## config.mk

```make
export PLATFORM = sky130hd
export DESIGN_NAME = timer_bank
export DESIGN_NICKNAME = d
export VERILOG_FILES = /design/src/rtl/timer_bank.sv
export SDC_FILE = /design/constraint.sdc
export NUM_CORES = 1
export LEC_CHECK = 0
export BUFFER_PORTS_ARGS = -buffer_cell sky130_fd_sc_hd__clkbuf_2
export CORE_MARGIN = 1
export CORE_UTILIZATION = 45
export CTS_BUF_LIST = sky130_fd_sc_hd__clkbuf_4 sky130_fd_sc_hd__clkbuf_8 sky130_fd_sc_hd__clkbuf_16
export DETAILED_ROUTE_END_ITERATION = 6
export PLACE_DENSITY = 0.72
export SLEW_MARGIN = 5
export SYNTH_ARGS = -nofsm -noshare
export SYNTH_HDL_FRONTEND = slang
export SYNTH_SLANG_ARGS = --single-unit
```

## constraint.sdc

```tcl
create_clock -name clk -period 2.9 [get_ports clk]
set_clock_uncertainty 0.05 [all_clocks]
set_input_delay 0.58 -clock clk [delete_from_list [all_inputs] [get_ports clk]]
set_output_delay 0.58 -clock clk [all_outputs]
set_load 0.03 [all_outputs]
```

## src/rtl/timer_bank.sv

```systemverilog
// Bank of CHANNELS prescaled down-counting timers behind a small register bus.
// Each channel exposes LOAD, PRESC, CTRL (enable/periodic/irq_en/restart/pending) and COUNT.
module timer_bank #(
  parameter int  CHANNELS   = 3,
  parameter int  WIDTH      = 32,
  parameter int  PRESCALE_W = 16,
  localparam int CH_W       = (CHANNELS > 1) ? $clog2(CHANNELS) : 1,
  localparam int AW         = CH_W + 2
) (
  input  logic                clk,
  input  logic                nreset,
  input  logic [AW-1:0]       addr,
  input  logic [31:0]         wdata,
  input  logic                we,
  input  logic                re,
  output logic [31:0]         rdata,
  output logic [CHANNELS-1:0] irq_pulse,
  output logic [CHANNELS-1:0] irq_level
);
  localparam logic [1:0] REG_LOAD  = 2'd0;
  localparam logic [1:0] REG_PRESC = 2'd1;
  localparam logic [1:0] REG_CTRL  = 2'd2;

  logic [WIDTH-1:0]      r_load  [CHANNELS];
  logic [PRESCALE_W-1:0] r_presc [CHANNELS];
  logic [WIDTH-1:0]      r_cnt   [CHANNELS];
  logic [PRESCALE_W-1:0] r_pcnt  [CHANNELS];
  logic [CHANNELS-1:0]   r_en;
  logic [CHANNELS-1:0]   r_per;
  logic [CHANNELS-1:0]   r_ien;
  logic [CHANNELS-1:0]   r_pend;
  logic [CHANNELS-1:0]   r_pulse;
  logic [31:0]           r_rdata;

  logic [CH_W-1:0]       w_ch;
  logic [1:0]            w_reg;
  logic                  w_ch_ok;
  logic [CHANNELS-1:0]   w_sel;
  logic [CHANNELS-1:0]   w_tick;
  logic [CHANNELS-1:0]   w_expire;
  logic [CHANNELS-1:0]   w_start;
  logic [31:0]           w_rd;

  assign w_ch    = addr[AW-1:2];
  assign w_reg   = addr[1:0];
  assign w_ch_ok = (32'(w_ch) < 32'(CHANNELS));

  always_comb begin
    w_sel    = '0;
    w_tick   = '0;
    w_expire = '0;
    w_start  = '0;
    for (int i = 0; i < CHANNELS; i++) begin
      w_sel[i]    = we && w_ch_ok && (w_ch == CH_W'(i));
      w_tick[i]   = r_en[i] && (r_pcnt[i] == r_presc[i]);
      w_expire[i] = w_tick[i] && (r_cnt[i] <= WIDTH'(1));
      w_start[i]  = w_sel[i] && (w_reg == REG_CTRL) && wdata[0] && (!r_en[i] || wdata[3]);
    end
  end

  always_ff @(posedge clk or negedge nreset) begin
    if (!nreset) begin
      for (int i = 0; i < CHANNELS; i++) begin
        r_load[i]  <= '0;
        r_presc[i] <= '0;
        r_cnt[i]   <= '0;
        r_pcnt[i]  <= '0;
      end
      r_en    <= '0;
      r_per   <= '0;
      r_ien   <= '0;
      r_pend  <= '0;
      r_pulse <= '0;
    end else begin
      for (int i = 0; i < CHANNELS; i++) begin
        r_pulse[i] <= w_expire[i] && r_ien[i];
        if (w_sel[i] && (w_reg == REG_LOAD))  r_load[i]  <= wdata[WIDTH-1:0];
        if (w_sel[i] && (w_reg == REG_PRESC)) r_presc[i] <= wdata[PRESCALE_W-1:0];

        if (w_expire[i]) begin
          r_pend[i] <= 1'b1;
          r_pcnt[i] <= '0;
          if (r_per[i]) begin
            r_cnt[i] <= r_load[i];
          end else begin
            r_cnt[i] <= '0;
            r_en[i]  <= 1'b0;
          end
        end else if (w_tick[i]) begin
          r_pcnt[i] <= '0;
          r_cnt[i]  <= r_cnt[i] - WIDTH'(1);
        end else if (r_en[i]) begin
          r_pcnt[i] <= r_pcnt[i] + PRESCALE_W'(1);
        end

        // CTRL writes override the counting path; an expiry on the same edge
        // still sets pending and still pulses.
        if (w_sel[i] && (w_reg == REG_CTRL)) begin
          r_en[i]  <= wdata[0];
          r_per[i] <= wdata[1];
          r_ien[i] <= wdata[2];
          if (wdata[8] && !w_expire[i]) r_pend[i] <= 1'b0;
          if (!wdata[0]) begin
            r_cnt[i]  <= r_cnt[i];
            r_pcnt[i] <= '0;
          end else if (w_start[i]) begin
            r_cnt[i]  <= r_load[i];
            r_pcnt[i] <= '0;
          end
        end
      end
    end
  end

  always_comb begin
    w_rd = '0;
    for (int i = 0; i < CHANNELS; i++) begin
      if (w_ch_ok && (w_ch == CH_W'(i))) begin
        case (w_reg)
          REG_LOAD:  w_rd = 32'(r_load[i]);
          REG_PRESC: w_rd = 32'(r_presc[i]);
          REG_CTRL:  w_rd = {23'd0, r_pend[i], 5'd0, r_ien[i], r_per[i], r_en[i]};
          default:   w_rd = 32'(r_cnt[i]);
        endcase
      end
    end
  end

  always_ff @(posedge clk or negedge nreset) begin
    if (!nreset) begin
      r_rdata <= '0;
    end else if (re) begin
      r_rdata <= w_rd;
    end
  end

  assign rdata     = r_rdata;
  assign irq_pulse = r_pulse;
  assign irq_level = r_pend & r_ien;

endmodule

```

==> After elaboration in Yosys (flattened, before gate mapping) <==
Index checks and enable logic that the tools add are counted.
{ "word_totals": {"register_bits": 335, "in_bits": 40, "wordCells": 159} }
{ "op_classes": {"n_addsub": 6, "magnitude_cmp": 4, "n_eq_ne": 13, "n_mux": 60, "bitwise": 1, "reduce_logical": 51} }
{ "ops": {"columns": ["op", "n"], "rows": [
  ["two-way mux 32 bit", 21],
  ["two-way mux 16 bit", 18],
  ["case mux 32 bit (3 select lines)", 3],
  ["<= comparator 32 x 1 -> 1 bit (second input constant)", 3],
  ["subtractor 32 x 1 -> 32 bit (second input constant)", 3],
  ["adder 16 x 1 -> 16 bit (second input constant)", 3],
  ["equality test 16 bit", 3],
  ["logical AND 1 bit", 34],
  ["two-way mux 1 bit", 18],
  ["logical NOT 1 bit", 6],
  ["!= test 2 x 1 -> 1 bit (second input constant)", 3],
  ["!= test 2 bit (second input constant)", 3],
  ["AND reduction 2 bit", 3],
  ["nonzero test 2 bit", 3],
  ["equality test 2 x 1 -> 1 bit (second input constant)", 2],
  ["equality test 2 bit (second input constant)", 2],
  ["logical NOT 2 bit", 2],
  ["AND 3 bit", 1],
  ["logical OR 1 bit", 3],
  ["less-than comparator 2 bit (second input constant)", 1]
]} }

==> Logic depth before layout (Yosys ltp) <==
{ "depth": {"ltp_word": 9, "mapped_depth": 11, "ltp_nobuf": 9} }

==> Worst setup path before layout <==
Ideal clock, no wire load.
{ "synth_timing": {"path_type": "flip-flop to flip-flop", "start": "register r_cnt[50] (netlist bit)", "end": "register r_cnt[48] (netlist bit)", "arrival_ps": 2858, "required_ps": 2716, "slack_ps": -142, "stages_incl_launch_ff": 9, "n_path_buf": 1, "cell_sequence": "dfrtp_1 -> or4_4 -> or4_4 -> or4_4 -> buf_6 -> o31ai_4 -> nor2_4 -> a222oi_1 -> o21ai_1"} }
{ "synth_between": {"elab_chain_len": 6} }
{ "synth_rtl": {"columns": ["item", "line_no", "rtl"], "rows": [
  ["start: declaration", "26", "logic [WIDTH-1:0] r_cnt [CHANNELS];"],
  ["start signal: indexed assignment", "84", "r_cnt[i] <= r_load[i];"],
  ["start signal: indexed assignment", "91", "r_cnt[i] <= r_cnt[i] - WIDTH'(1);"],
  ["start signal: indexed assignment", "104", "r_cnt[i] <= r_cnt[i];"],
  ["<= comparator 32 x 1 -> 1 bit (*)", "56", "w_expire[i] = w_tick[i] && (r_cnt[i] <= WIDTH'(1));"],
  ["logical AND 1 bit (*)", "56", null],
  ["two-way mux 32 bit (*)", "80", "if (w_expire[i]) begin"],
  ["two-way mux 32 bit", "106", "end else if (w_start[i]) begin"],
  ["two-way mux 32 bit", "103", "if (!wdata[0]) begin"],
  ["two-way mux 32 bit (*)", "98", "if (w_sel[i] && (w_reg == REG_CTRL)) begin"]
]} }
Mark *: on every way between the ends. The rest lies on a longest branch, timed or not. The select of a mux whose other input is x is not followed.
A chain may end at the register's enable or synchronous reset.

==> Final worst setup path <==
{ "layout_timing": {"start": "register r_cnt[14] (netlist bit)", "end": "register r_cnt[23] (netlist bit)"} }
{ "layout_between": {"elab_chain_len": 6} }
{ "layout_rtl": {"columns": ["item", "line_no"], "rows": [
  ["subtractor 32 x 1 -> 32 bit / <= comparator 32 x 1 -> 1 bit (equally long branches)", "91, 56"],
  ["two-way mux 32 bit / logical AND 1 bit (equally long branches)", "89, 56"],
  ["two-way mux 32 bit (*)", "80"],
  ["two-way mux 32 bit", "106"],
  ["two-way mux 32 bit", "103"],
  ["two-way mux 32 bit (*)", "98"]
]} }
Marked as above.

==> parameters.txt <==
Parameter                              Value

Outcome
  Run status ... finished, violations left
  Violated checks ... setup timing

Timing
  Tightest Pin Transition ... 0.792 ns
  Setup ws final ... -0.0162 ns
  Unrepaired setup endpoints after global routing ... yes
  Final number of setup-violating endpoints ... 1
  Number of hold violations in the final report ... 0
  Highest achievable clock rate ... 0.343 GHz
  Final Max Slew Viols ... 0
  Slew headroom ... 0.472
  Final critical-path required period ... 2.92 ns
  Sum of negative setup slack ... -0.0162 ns
  Ratio of final minimum period to clock period ... 1.01
  Minimum hold slack ... 0.234 ns

Power and ir drop
  Switching component of the power ... 5.80 mW
  Internal cell power ... 10.8 mW
  Leakage power summed over all cells ... 10.3 nW
  Clk pwr share ... 0.308
  Fraction of power spent switching nets ... 0.349
  Power density cells ... 704 nW/um2
  VDD IR-drop max ... 0.431 mV
  Share of power burned in combinational logic ... 0.280
  Sequential share of power ... 0.412

Hold path
  End point of the worst hold path ... r_load[85]
  Path category of the worst min-delay check ... input port to flip-flop
  Worst hold stages ... 2
  Startpoint of the worst hold path ... wdata[21]

Synth
  Unique cell type count in the Yosys netlist ... 75
  Count of state elements after synthesis ... 335
  Top cell type's share of synthesized area ... 0.437
  Net count after synthesis ... 2057
  Average instance area after synthesis ... 9.56 um2
  Total of warnings raised by yosys ... 0
  Post-synthesis instance area ... 19200 um2
  Area contributors post-synth ... sky130_fd_sc_hd__dfrtp_1, sky130_fd_sc_hd__mux2_2, sky130_fd_sc_hd__nor2_1, sky130_fd_sc_hd__mux2i_1, sky130_fd_sc_hd__nand2_1
  Seq/Total Area, Yosys ... 0.437
  EDFF count, synth ... 0
  Synth async-reset ratio ... 1.00
  Main synth FF type ... sky130_fd_sc_hd__dfrtp_1
  Cells after synthesis ... 2008
  Dominant cell type by area after synthesis ... sky130_fd_sc_hd__dfrtp_1

Clocking
  Maximum level of the CTS H-tree ... 2
  Buffer cell driving the clock tree root ... sky130_fd_sc_hd__clkbuf_16
  Number of buffers between clock root and the deepest sink ... 3
  CTS tree ... done
  Clock-pin transition on the worst setup and hold timing paths ... 0.06 ns
  Clock buffer count from CTS ... 39
  Clock latency reported for the late side of the worst-skew pair ... 0.57 ns
  Sinks on Clock Net ... 335

Global routing
  M2 GR Usage ... 0.476
  Maximum number of pins on one net before global-route repair ... 86
  GR Layer Usage met3 ... 0.0444
  Via count of the first global-routing pass ... 17500
  M1 GR Usage ... 0.472
  Busiest metal layer after global routing ... met2
  Initial antenna violation count ... 0
  GRT Resource Usage Total ... 0.324
  Global-route wire length before repair ... 107 mm
  Grt ovf ... 0

Critical path
  Required time of the worst setup path ... 3.30 ns
  Crit Path Class ... flip-flop to flip-flop
  Worst R2R Start ... r_cnt[14]
  Max stage delay on crit path ... 0.54 ns
  Critical path data arrival time ... 3.31 ns
  Cell with the largest stage delay on the worst path ... sky130_fd_sc_hd__or4_4
  Top cell by count, worst path ... sky130_fd_sc_hd__or4_4
  Peak fanout along the critical path ... 4
  Reg-to-reg critical path endpoint ... r_cnt[23]
  Chain of cells forming the critical path ... or4_4 > or4_4 > or3_4 > or4_4 > o311a_1 > a211o_1
  Number of cell instances on the worst register-to-register path ... 6
  Worst-case register-to-register setup slack ... -0.02 ns
  CP startpoint kind ... flip-flop
  Crit path capture type ... flip-flop

Die
  Number of top-level design ports ... 78
  Height of the chip ... 209 um
  Width of the die ... 209 um
  Die Outline Area ... 43500 um2
  Initial cell density of the core ... 0.457
  Placement Rows ... 75
  Core Box Area ... 42000 um2

Flow run
  Number of max-capacitance violations reported ... 0

Placed design
  Placement Cell Area ... 22000 um2
  Half-perimeter wire length of the detailed placement result ... 52.7 mm
  Global placer's final weighted congestion ... 0.993
  Number of port buffers ... 77

Route
  Average detailed-routed wire length per instance ... 24.9 um
  Final WL ... 70.6 mm
  # DRC ... 0
  DRC violation total after the first TritonRoute iteration ... 2151
  Number of nets with antenna violations after detailed routing ... 0
  Via density ... 6.41
  Vias after detailed routing ... 18200
  First-pass detailed-route iteration total ... 7

Cells and area
  Count of nets after finishing ... 2319
  Fraction of final layout cells with drive strength greater than 1 ... 0.284
  Growth of design area from synthesis to finish ... 23.1%
  Final instance area ... 23600 um2
  Filler cell count in the final layout ... 3711
## synth_stat cells, types with 5 or more instances
library cell	count
sky130_fd_sc_hd__o22ai_1	5
sky130_fd_sc_hd__o311ai_0	12
sky130_fd_sc_hd__a221o_1	29
sky130_fd_sc_hd__mux2_2	145
sky130_fd_sc_hd__a21oi_1	119
sky130_fd_sc_hd__o211ai_1	20
sky130_fd_sc_hd__nand2_1	164
sky130_fd_sc_hd__inv_1	26
sky130_fd_sc_hd__nor4_1	49
sky130_fd_sc_hd__o2bb2ai_1	5
sky130_fd_sc_hd__mux4_2	12
sky130_fd_sc_hd__xor2_1	44
sky130_fd_sc_hd__o31ai_1	14
sky130_fd_sc_hd__nand3_1	58
sky130_fd_sc_hd__nor3b_1	6
sky130_fd_sc_hd__nor2_1	209
sky130_fd_sc_hd__buf_2	11
sky130_fd_sc_hd__o311a_1	7
sky130_fd_sc_hd__mux2i_1	72
sky130_fd_sc_hd__clkbuf_1	101
sky130_fd_sc_hd__ha_1	9
sky130_fd_sc_hd__o21ai_1	8
sky130_fd_sc_hd__or4_1	28
sky130_fd_sc_hd__nor4b_1	5
sky130_fd_sc_hd__nor3_1	48
sky130_fd_sc_hd__nand4_1	31
sky130_fd_sc_hd__xnor2_1	54
sky130_fd_sc_hd__or3_1	26
sky130_fd_sc_hd__a22oi_1	26
sky130_fd_sc_hd__and3_1	25
sky130_fd_sc_hd__a21o_1	7
sky130_fd_sc_hd__a211o_1	7
sky130_fd_sc_hd__o21ai_0	120
sky130_fd_sc_hd__a211oi_1	27
sky130_fd_sc_hd__a32oi_1	10
sky130_fd_sc_hd__nor2b_1	5
sky130_fd_sc_hd__dfrtp_1	335
sky130_fd_sc_hd__a31oi_1	13
sky130_fd_sc_hd__and2_1	8
sky130_fd_sc_hd__a221oi_1	5
sky130_fd_sc_hd__nand2b_1	11
sky130_fd_sc_hd__and4_1	10
sky130_fd_sc_hd__or2_2	14
sky130_fd_sc_hd__buf_1	15
## timing repair
action / CTS / global route
endpoints found under the hold margin: 36 / 0
endpoints found under the setup margin: 50 / 77
hold buffers: 1 / 0
buffers inserted: 2 / 5
resized for setup: 12 / 56
cloned: 0 / 2
pin swaps: 4 / 11
## flip-flops by register name (all words and copies together), names as in the netlist
name and cells:
irq_pulse 3, r_cnt 96, r_en 3, r_ien 3, r_load 96, r_pcnt 48
r_pend 3, r_per 3, r_presc 48, rdata 32
## power groups by stage
stage                     registers (mW)  clock network [mW]  logic, mW
after floorplan                     6.52                   0       2.61
after global placement              6.81                   0       4.32
after detailed placement            6.84                   0       4.43
after CTS                           6.78                5.17       4.50
after global routing                6.92                5.35       5.03
final                               6.85                5.13       4.65
## cell type report
type | instances | area (um2) | share of cell area
Clock inverter | 13 | 160 | 0.00678
Inverter | 26 | 97.6 | 0.00413
Clock buffer | 55 | 1170 | 0.0495
Antenna cell | 1 | 2.50 | 0.000106
Multi-Input combinational cell | 1518 | 10500 | 0.442
Sequential cell | 335 | 8380 | 0.355
Timing Repair Buffer | 350 | 2680 | 0.114
Tap cell | 539 | 674 | 0.0285
## worst max-delay path by stage
stage	start	to	slack (ns)
floorplan	r_cnt[50]	r_cnt[48]	-0.14
global placement	r_cnt[50]	r_cnt[46]	-0.11
detailed placement	r_cnt[50]	r_cnt[42]	-0.15
CTS	r_cnt[14]	r_cnt[25]	0.003
global route	r_cnt[50]	r_cnt[48]	-0.10
finish	r_cnt[14]	r_cnt[23]	-0.02
## layer usage
metal,share of wire,wire length [um]
met4,0.046,3280
met2,0.43,30600
met5,0,0
met3,0.081,5680
met1,0.44,31000
## cells by family (layout without fill, tap and decap cells)
kind of cell,count (synthesis),count (layout),synth area share
adder cells (fa/ha/maj),9,9,0.00587
flip-flops,335,335,0.437
multiplexers,229,229,0.137
other,0,1,0
buffers and inverters,155,444,0.0316
XOR/XNOR,98,98,0.0447
AO/OA/AOI/OAI,468,468,0.160
AND/OR/NAND/NOR,714,714,0.184
## cell usage in the layout, fill, tap and decap left out, types with 11 or more instances in the layout
cell                        instances
sky130_fd_sc_hd__buf_4            247
sky130_fd_sc_hd__nand2_1          160
sky130_fd_sc_hd__clkbuf_2          74
sky130_fd_sc_hd__and3_1            25
sky130_fd_sc_hd__a21oi_1          112
sky130_fd_sc_hd__a211oi_1          27
sky130_fd_sc_hd__mux4_2            12
sky130_fd_sc_hd__o21ai_1           16
sky130_fd_sc_hd__dfrtp_1          335
sky130_fd_sc_hd__xor2_1            44
sky130_fd_sc_hd__nor3_1            41
sky130_fd_sc_hd__a31oi_1           13
sky130_fd_sc_hd__or2_2             13
sky130_fd_sc_hd__buf_12            15
sky130_fd_sc_hd__nor2_1           206
sky130_fd_sc_hd__nand3_1           58
sky130_fd_sc_hd__or4_1             22
sky130_fd_sc_hd__inv_1             26
sky130_fd_sc_hd__a221o_1           29
sky130_fd_sc_hd__mux2i_1           72
sky130_fd_sc_hd__o211ai_1          20
sky130_fd_sc_hd__nand4_1           31
sky130_fd_sc_hd__or3_1             23
sky130_fd_sc_hd__nor4_1            38
sky130_fd_sc_hd__nand2b_1          11
sky130_fd_sc_hd__xnor2_1           54
sky130_fd_sc_hd__nor4_2            12
sky130_fd_sc_hd__mux2_2           145
sky130_fd_sc_hd__a22oi_1           25
sky130_fd_sc_hd__o21ai_0          109
sky130_fd_sc_hd__clkbuf_16         41
sky130_fd_sc_hd__o31ai_1           13
## through the flow
step | power, mW | utilization | cells | setup WS [ns]
after floorplan | 9.14 | - | 2008 | -0.142
after global placement | 11.1 | 0.523 | 2758 | -0.109
after detailed placement | 11.3 | 0.523 | 2758 | -0.147
after CTS | 16.4 | 0.556 | 2829 | 0.00345
after global routing | 17.3 | 0.562 | 2836 | -0.101
final | 16.6 | 0.562 | 2837 | -0.0162
## critical path, delay by kind of cell, from the launching register on
kind,cells,cell delay (ns)
simple gates,4,1.83
compound gates,2,0.53
flops,1,0.38
Power figures use the tool's default switching activity.
